===== config.mk =====
export PLATFORM = sky130hd
export DESIGN_NAME = mem_lsu_stage
export DESIGN_NICKNAME = d
export VERILOG_FILES = /design/src/rtl/mem_lsu_stage.sv
export SDC_FILE = /design/constraint.sdc
export NUM_CORES = 1
export LEC_CHECK = 0
export ABC_CLOCK_PERIOD_IN_PS = 6100
export BUFFER_PORTS_ARGS = -buffer_cell sky130_fd_sc_hd__buf_2
export CORE_AREA = 2 2 140 142
export CTS_CLUSTER_DIAMETER = 50
export DETAILED_ROUTE_END_ITERATION = 8
export DIE_AREA = 0 0 142 144
export PLACE_DENSITY = 0.79
export SYNTH_ARGS = -nofsm -noshare
export SYNTH_HDL_FRONTEND = slang
export SYNTH_SLANG_ARGS = --single-unit

===== constraint.sdc =====
create_clock -name clk -period 6.1 [get_ports clk]
set_clock_uncertainty 0.2 [all_clocks]
set_input_delay 0.915 -clock clk [delete_from_list [all_inputs] [get_ports clk]]
set_output_delay 0.915 -clock clk [all_outputs]
set_load 0.05 [all_outputs]

===== src/rtl/mem_lsu_stage.sv =====
// MEM pipeline stage: registers one EX result and runs loads/stores over a
// request/grant/response SRAM handshake, with alignment/timeout checks and forwarding.
module mem_lsu_stage #(
  parameter int DATA_W  = 32,
  parameter int ADDR_W  = 32,
  parameter int PC_W    = 32,
  parameter int RF_AW   = 5,
  parameter int TIMEOUT = 255
) (
  input  logic                clk,
  input  logic                rst,
  input  logic                in_valid,
  output logic                in_ready,
  input  logic [PC_W-1:0]     in_pc,
  input  logic [3:0]          in_op,
  input  logic [ADDR_W-1:0]   in_addr,
  input  logic [DATA_W-1:0]   in_wdata,
  input  logic [DATA_W-1:0]   in_ex_result,
  input  logic                in_rf_we,
  input  logic [RF_AW-1:0]    in_rf_waddr,
  output logic                dreq,
  output logic                dwe,
  output logic [ADDR_W-1:0]   daddr,
  output logic [DATA_W/8-1:0] dbe,
  output logic [DATA_W-1:0]   dwdata,
  input  logic                dgnt,
  input  logic                drvalid,
  input  logic [DATA_W-1:0]   drdata,
  output logic                wb_valid,
  input  logic                wb_ready,
  output logic [PC_W-1:0]     wb_pc,
  output logic                wb_rf_we,
  output logic [RF_AW-1:0]    wb_rf_waddr,
  output logic [DATA_W-1:0]   wb_rf_wdata,
  output logic [1:0]          wb_excp,
  output logic                fwd_we,
  output logic [RF_AW-1:0]    fwd_waddr,
  output logic [DATA_W-1:0]   fwd_wdata,
  output logic                fwd_load_pending
);
  localparam int NB    = DATA_W / 8;
  localparam int OFFW  = $clog2(NB);
  localparam int CNT_W = (TIMEOUT < 2) ? 1 : $clog2(TIMEOUT + 1);
  localparam int SH8   = DATA_W - 8;
  localparam int SH16  = DATA_W - 16;
  localparam int SH32  = DATA_W - 32;

  localparam logic [3:0] OP_NONE = 4'd0, OP_LB = 4'd1, OP_LBU = 4'd2, OP_LH = 4'd3;
  localparam logic [3:0] OP_LHU = 4'd4, OP_LW = 4'd5, OP_LWU = 4'd6, OP_LD = 4'd7;
  localparam logic [3:0] OP_SB = 4'd8, OP_SH = 4'd9, OP_SW = 4'd10, OP_SD = 4'd11;

  typedef enum logic [1:0] {IDLE, REQ, WAIT_R, DONE} state_t;

  state_t              state_reg;
  logic [CNT_W-1:0]    cnt_reg;
  logic [3:0]          op_reg;
  logic [PC_W-1:0]     pc_reg;
  logic [ADDR_W-1:0]   addr_reg;
  logic [DATA_W-1:0]   wdata_reg;
  logic [DATA_W-1:0]   result_reg;
  logic                rf_we_reg;
  logic [RF_AW-1:0]    waddr_reg;
  logic [1:0]          excp_reg;

  // 64-bit-only opcodes and unused encodings collapse to NONE at capture.
  function automatic logic [3:0] legal_op(input logic [3:0] op);
    if (op > OP_SD) return OP_NONE;
    if (DATA_W != 64 && (op == OP_LWU || op == OP_LD || op == OP_SD)) return OP_NONE;
    return op;
  endfunction

  function automatic logic is_load(input logic [3:0] op);
    return (op >= OP_LB) && (op <= OP_LD);
  endfunction

  function automatic logic is_store(input logic [3:0] op);
    return (op >= OP_SB) && (op <= OP_SD);
  endfunction

  logic [3:0] cap_op;
  logic       cap_mis;
  logic       cap_mem;

  assign cap_op  = legal_op(in_op);
  assign cap_mem = (cap_op != OP_NONE);

  always_comb begin
    cap_mis = 1'b0;
    case (cap_op)
      OP_LH, OP_LHU, OP_SH: cap_mis = in_addr[0];
      OP_LW, OP_LWU, OP_SW: cap_mis = |in_addr[1:0];
      OP_LD, OP_SD:         cap_mis = |in_addr[2:0];
      default:              cap_mis = 1'b0;
    endcase
  end

  logic [OFFW-1:0]   off;
  logic [DATA_W-1:0] lane;
  logic [DATA_W-1:0] ld_data;

  assign off  = addr_reg[OFFW-1:0];
  assign lane = drdata >> {off, 3'b000};

  // Shift the lane to the top and back down to get sign or zero extension.
  always_comb begin
    ld_data = lane;
    case (op_reg)
      OP_LB:   ld_data = $signed(lane << SH8) >>> SH8;
      OP_LBU:  ld_data = (lane << SH8) >> SH8;
      OP_LH:   ld_data = $signed(lane << SH16) >>> SH16;
      OP_LHU:  ld_data = (lane << SH16) >> SH16;
      OP_LW:   ld_data = $signed(lane << SH32) >>> SH32;
      OP_LWU:  ld_data = (lane << SH32) >> SH32;
      default: ld_data = lane;
    endcase
  end

  always_comb begin
    dbe    = '0;
    dwdata = '0;
    case (op_reg)
      OP_SB: begin dwdata = {NB{wdata_reg[7:0]}};        dbe = NB'(1) << off;    end
      OP_SH: begin dwdata = {(NB/2){wdata_reg[15:0]}};   dbe = NB'(3) << off;    end
      OP_SW: begin dwdata = {(NB/4){wdata_reg[31:0]}};   dbe = NB'(4'hF) << off; end
      OP_SD: begin dwdata = wdata_reg;                   dbe = '1;               end
      default: if (is_load(op_reg)) dbe = '1;
    endcase
  end

  assign in_ready = (state_reg == IDLE) || ((state_reg == DONE) && wb_ready);

  always_ff @(posedge clk) begin
    if (!rst) begin
      state_reg  <= IDLE;
      cnt_reg    <= '0;
      op_reg     <= OP_NONE;
      pc_reg     <= '0;
      addr_reg   <= '0;
      wdata_reg  <= '0;
      result_reg <= '0;
      rf_we_reg  <= 1'b0;
      waddr_reg  <= '0;
      excp_reg   <= 2'd0;
    end else begin
      case (state_reg)
        REQ: if (dgnt) begin
          state_reg <= is_load(op_reg) ? WAIT_R : DONE;
          cnt_reg   <= '0;
        end
        WAIT_R: begin
          cnt_reg <= cnt_reg + CNT_W'(1);
          if (drvalid) begin
            result_reg <= ld_data;
            state_reg  <= DONE;
          end else if (TIMEOUT != 0 && cnt_reg == CNT_W'(TIMEOUT - 1)) begin
            excp_reg   <= 2'd2;
            rf_we_reg  <= 1'b0;
            result_reg <= '0;
            state_reg  <= DONE;
          end
        end
        DONE: if (wb_ready) state_reg <= IDLE;
        default: ;
      endcase
      if (in_valid && in_ready) begin
        op_reg     <= cap_op;
        pc_reg     <= in_pc;
        addr_reg   <= in_addr;
        wdata_reg  <= in_wdata;
        waddr_reg  <= in_rf_waddr;
        rf_we_reg  <= in_rf_we && !cap_mis;
        excp_reg   <= cap_mis ? 2'd1 : 2'd0;
        result_reg <= (cap_mis || is_load(cap_op)) ? '0 : in_ex_result;
        cnt_reg    <= '0;
        state_reg  <= (cap_mem && !cap_mis) ? REQ : DONE;
      end
    end
  end

  assign dreq             = (state_reg == REQ);
  assign dwe              = is_store(op_reg);
  assign daddr            = {addr_reg[ADDR_W-1:OFFW], {OFFW{1'b0}}};
  assign wb_valid         = (state_reg == DONE);
  assign wb_pc            = pc_reg;
  assign wb_rf_we         = rf_we_reg;
  assign wb_rf_waddr      = waddr_reg;
  assign wb_rf_wdata      = result_reg;
  assign wb_excp          = excp_reg;
  assign fwd_we           = (state_reg != IDLE) && rf_we_reg &&
                            (!is_load(op_reg) || state_reg == DONE);
  assign fwd_waddr        = waddr_reg;
  assign fwd_wdata        = result_reg;
  assign fwd_load_pending = (state_reg != IDLE) && is_load(op_reg) && (state_reg != DONE);
endmodule


==> impl_metrics.json <==
{
  "synth_area_leaders": "dfxtp_1 (38%), nand2_1 (14%), a21boi_0 (10%)",
  "fillerInstances": 1845,
  "wl_um": 24600,
  "drive_gt1_share_pct": 33.7,
  "first_iter_violations": 373,
  "pin_count": 359,
  "max_slew_margin_pct": 30.5,
  "multi_input_area_mm2": 0.00397,
  "initial_core_util_pct": 41.5,
  "worstPathRequired_ns": 4.98,
  "synth_top_area_share_pct": 37.9,
  "clock-sinks": 150,
  "drcViolationCount": 0,
  "synthTopCellsByCount": "nand2_1 (300), dfxtp_1 (150), a21boi_0 (105)",
  "crit_path_end_kind": "primary output",
  "yosys_most_used_dff": "dfxtp_1",
  "clk_pin_slew_ns": 0.06,
  "post_drt_wl_per_cell_um": 16.4,
  "cts_buffers": 17,
  "clock_path_buffers": 2,
  "vias_per_cell": 5.17,
  "yosysTopAreaCell": "dfxtp_1",
  "cts_tree": "done",
  "dp_slack_ns": 2.57,
  "cts-root-buf": "clkbuf_16",
  "drtPass1Iterations": 5,
  "area_growth_pct": 23.8,
  "hold-worst-slack_ns": 0.263,
  "drv_cap": 0,
  "grt_use_total_pct": 22.6,
  "crit_type": "flip-flop to primary output",
  "final-hold-violation-count": 0,
  "rows": 51,
  "slew_viol_final": 0,
  "fin_crit_sh_pct": 62.2,
  "async_flop_share_pct": 0,
  "tightestPinTransition_ns": 1.04,
  "netlist_instances": 1007,
  "leakagePower_nw": 4.57,
  "ant_nets": 0,
  "final_core_util_pct": 51.4,
  "setup_violations": 0,
  "synth_area_mm2": 0.00792,
  "cp_slowest_cell": "dfxtp_1",
  "post-synth-top-count-cell": "nand2_1",
  "p_per_area_mw_per_mm2": 306,
  "gp_congestion": 0.885,
  "cts-hold-fix-buffers": 0,
  "vias": 7754,
  "rsz0062_at_grt": "no",
  "fin_crit_ns": 3.80,
  "synth_cell_types": 60,
  "post_cts_resized": 0,
  "core_area_mm2": 0.0191,
  "dp_hpwl_um": 18200,
  "seqCellArea_mm2": 0.00300,
  "slowest_delay_ns": 0.60,
  "post-place-cells": 1467,
  "grt_antenna_before_repair": 3,
  "ys_warn_count": 0,
  "overflow": 0,
  "clk_latency_ns": 0.43,
  "path_cells": "or2_2, o21ai_0, o21ai_0, a21boi_0, buf_2",
  "grt_pass1_vias": 7147,
  "critical_path.max_fanout": 21,
  "synth_edf_count": 0,
  "start_kind": "flip-flop",
  "grt_start_max_net_pins": 120,
  "htreeDepth": 4,
  "cts_setup_buffers": 0,
  "fin_ws_ns": 2.30,
  "hp-class": "flip-flop to flip-flop",
  "grt_pass1_wl_um": 36100,
  "synth_seq_area_share_pct": 37.9,
  "dieArea_mm2": 0.0204,
  "fin_nets": 1426,
  "worstPathArrival_ns": 2.68,
  "ir_drop_mv": 0.189,
  "io_buffers": 356,
  "crit_top_cell": "o21ai_0",
  "dieHeight_um": 144,
  "outcome": "completed",
  "syn_area_per_cell_um2": 7.86,
  "fp.dieW_um": 142,
  "fmax_mhz": 263,
  "fin_tns_setup_ns": 0,
  "ys_ff_latch": 150,
  "stdcell_count": 1501
}
==> cells by family after synthesis <==
group,count (synthesis),share of synthesized area (%)
compound gates,239,23.2
xor+xnor,1,0.111
fa+ha+maj,2,0.316
buf+inv,172,12.2
flops,150,37.9
mux,42,5.44
other cells,1,0.0474
simple gates,400,20.8
==> placed cells by master, fill, tap and decap left out, drive strengths merged, types with 3 or more instances in the layout <==
cell	count
o211ai	10
o2bb2ai	7
buf	365
mux2	8
o21ai	12
o21bai	3
or2	3
dfxtp	150
and2	9
nand3	8
a221o	8
nor2	47
clkinv	5
nand4	8
a311oi	5
nor2b	6
o211a	8
o2111ai	16
clkbuf	18
a21oi	42
nor3	5
o21a	3
nand2	300
inv	36
mux2i	34
a211oi	3
a21boi	105
o22ai	3
==> report_power, final <==
group | switching (mW) | internal (mW)
Combinational | 0.625 | 0.226
Sequential | 0.0666 | 1.06
Clock | 0.471 | 0.550
==> routing by layer <==
layer	part of all wire, %	wire (um)	vias to the layer above	GRT usage [%]
li1	-	-	3817	-
met1	39	9700	3554	24.7
met2	49	12000	328	40.0
met3	7.7	1900	53	6.52
met4	3.8	922	2	11.3
met5	0.053	13	-	0
==> final timing paths <==
kind,startpoint,end,slack [ns],depth (start not counted)
worst max-delay path,op_reg[0]$_SDFFE_PN0P_,fwd_we,2.30,5
worst min-delay path,addr_reg[11]$_SDFFE_PN0P_,addr_reg[11]$_SDFFE_PN0P_,0.26,2
worst max register to register,state_reg[1]$_SDFFE_PN0P_,fwd_wdata[16]$_SDFFE_PN0P_,2.87,5
worst min register to register,addr_reg[11]$_SDFFE_PN0P_,addr_reg[11]$_SDFFE_PN0P_,0.26,2
==> final cells by class <==
type	instances	share of cell area (%)
Multi-Input combinational cell	686	40.5
Clock inverter	14	1.32
Antenna cell	2	0.0511
Tap cell	238	3.04
Sequential cell	150	30.6
Timing Repair Buffer	365	18.9
Inverter	28	1.07
Clock buffer	18	4.48
==> worst max-delay path: cells and delay by family (launching register included) <==
kind | cells | cell delay, ns
AOI/OAI and AO/OA | 3 | 0.84
DFF | 1 | 0.60
buffers and inverters | 1 | 0.29
and+or+nand+nor | 1 | 0.53
==> through the flow <==
step | total power [mW] | cell area [um^2]
2_1_floorplan | 1.82 | 7920
3_3_place_gp | 1.99 | 9230
3_5_place_dp | 2.00 | 9230
4_1_cts | 3.02 | 9790
5_1_grt | 3.12 | 9790
6_report | 3.00 | 9800
Power figures use the tool's default switching activity.
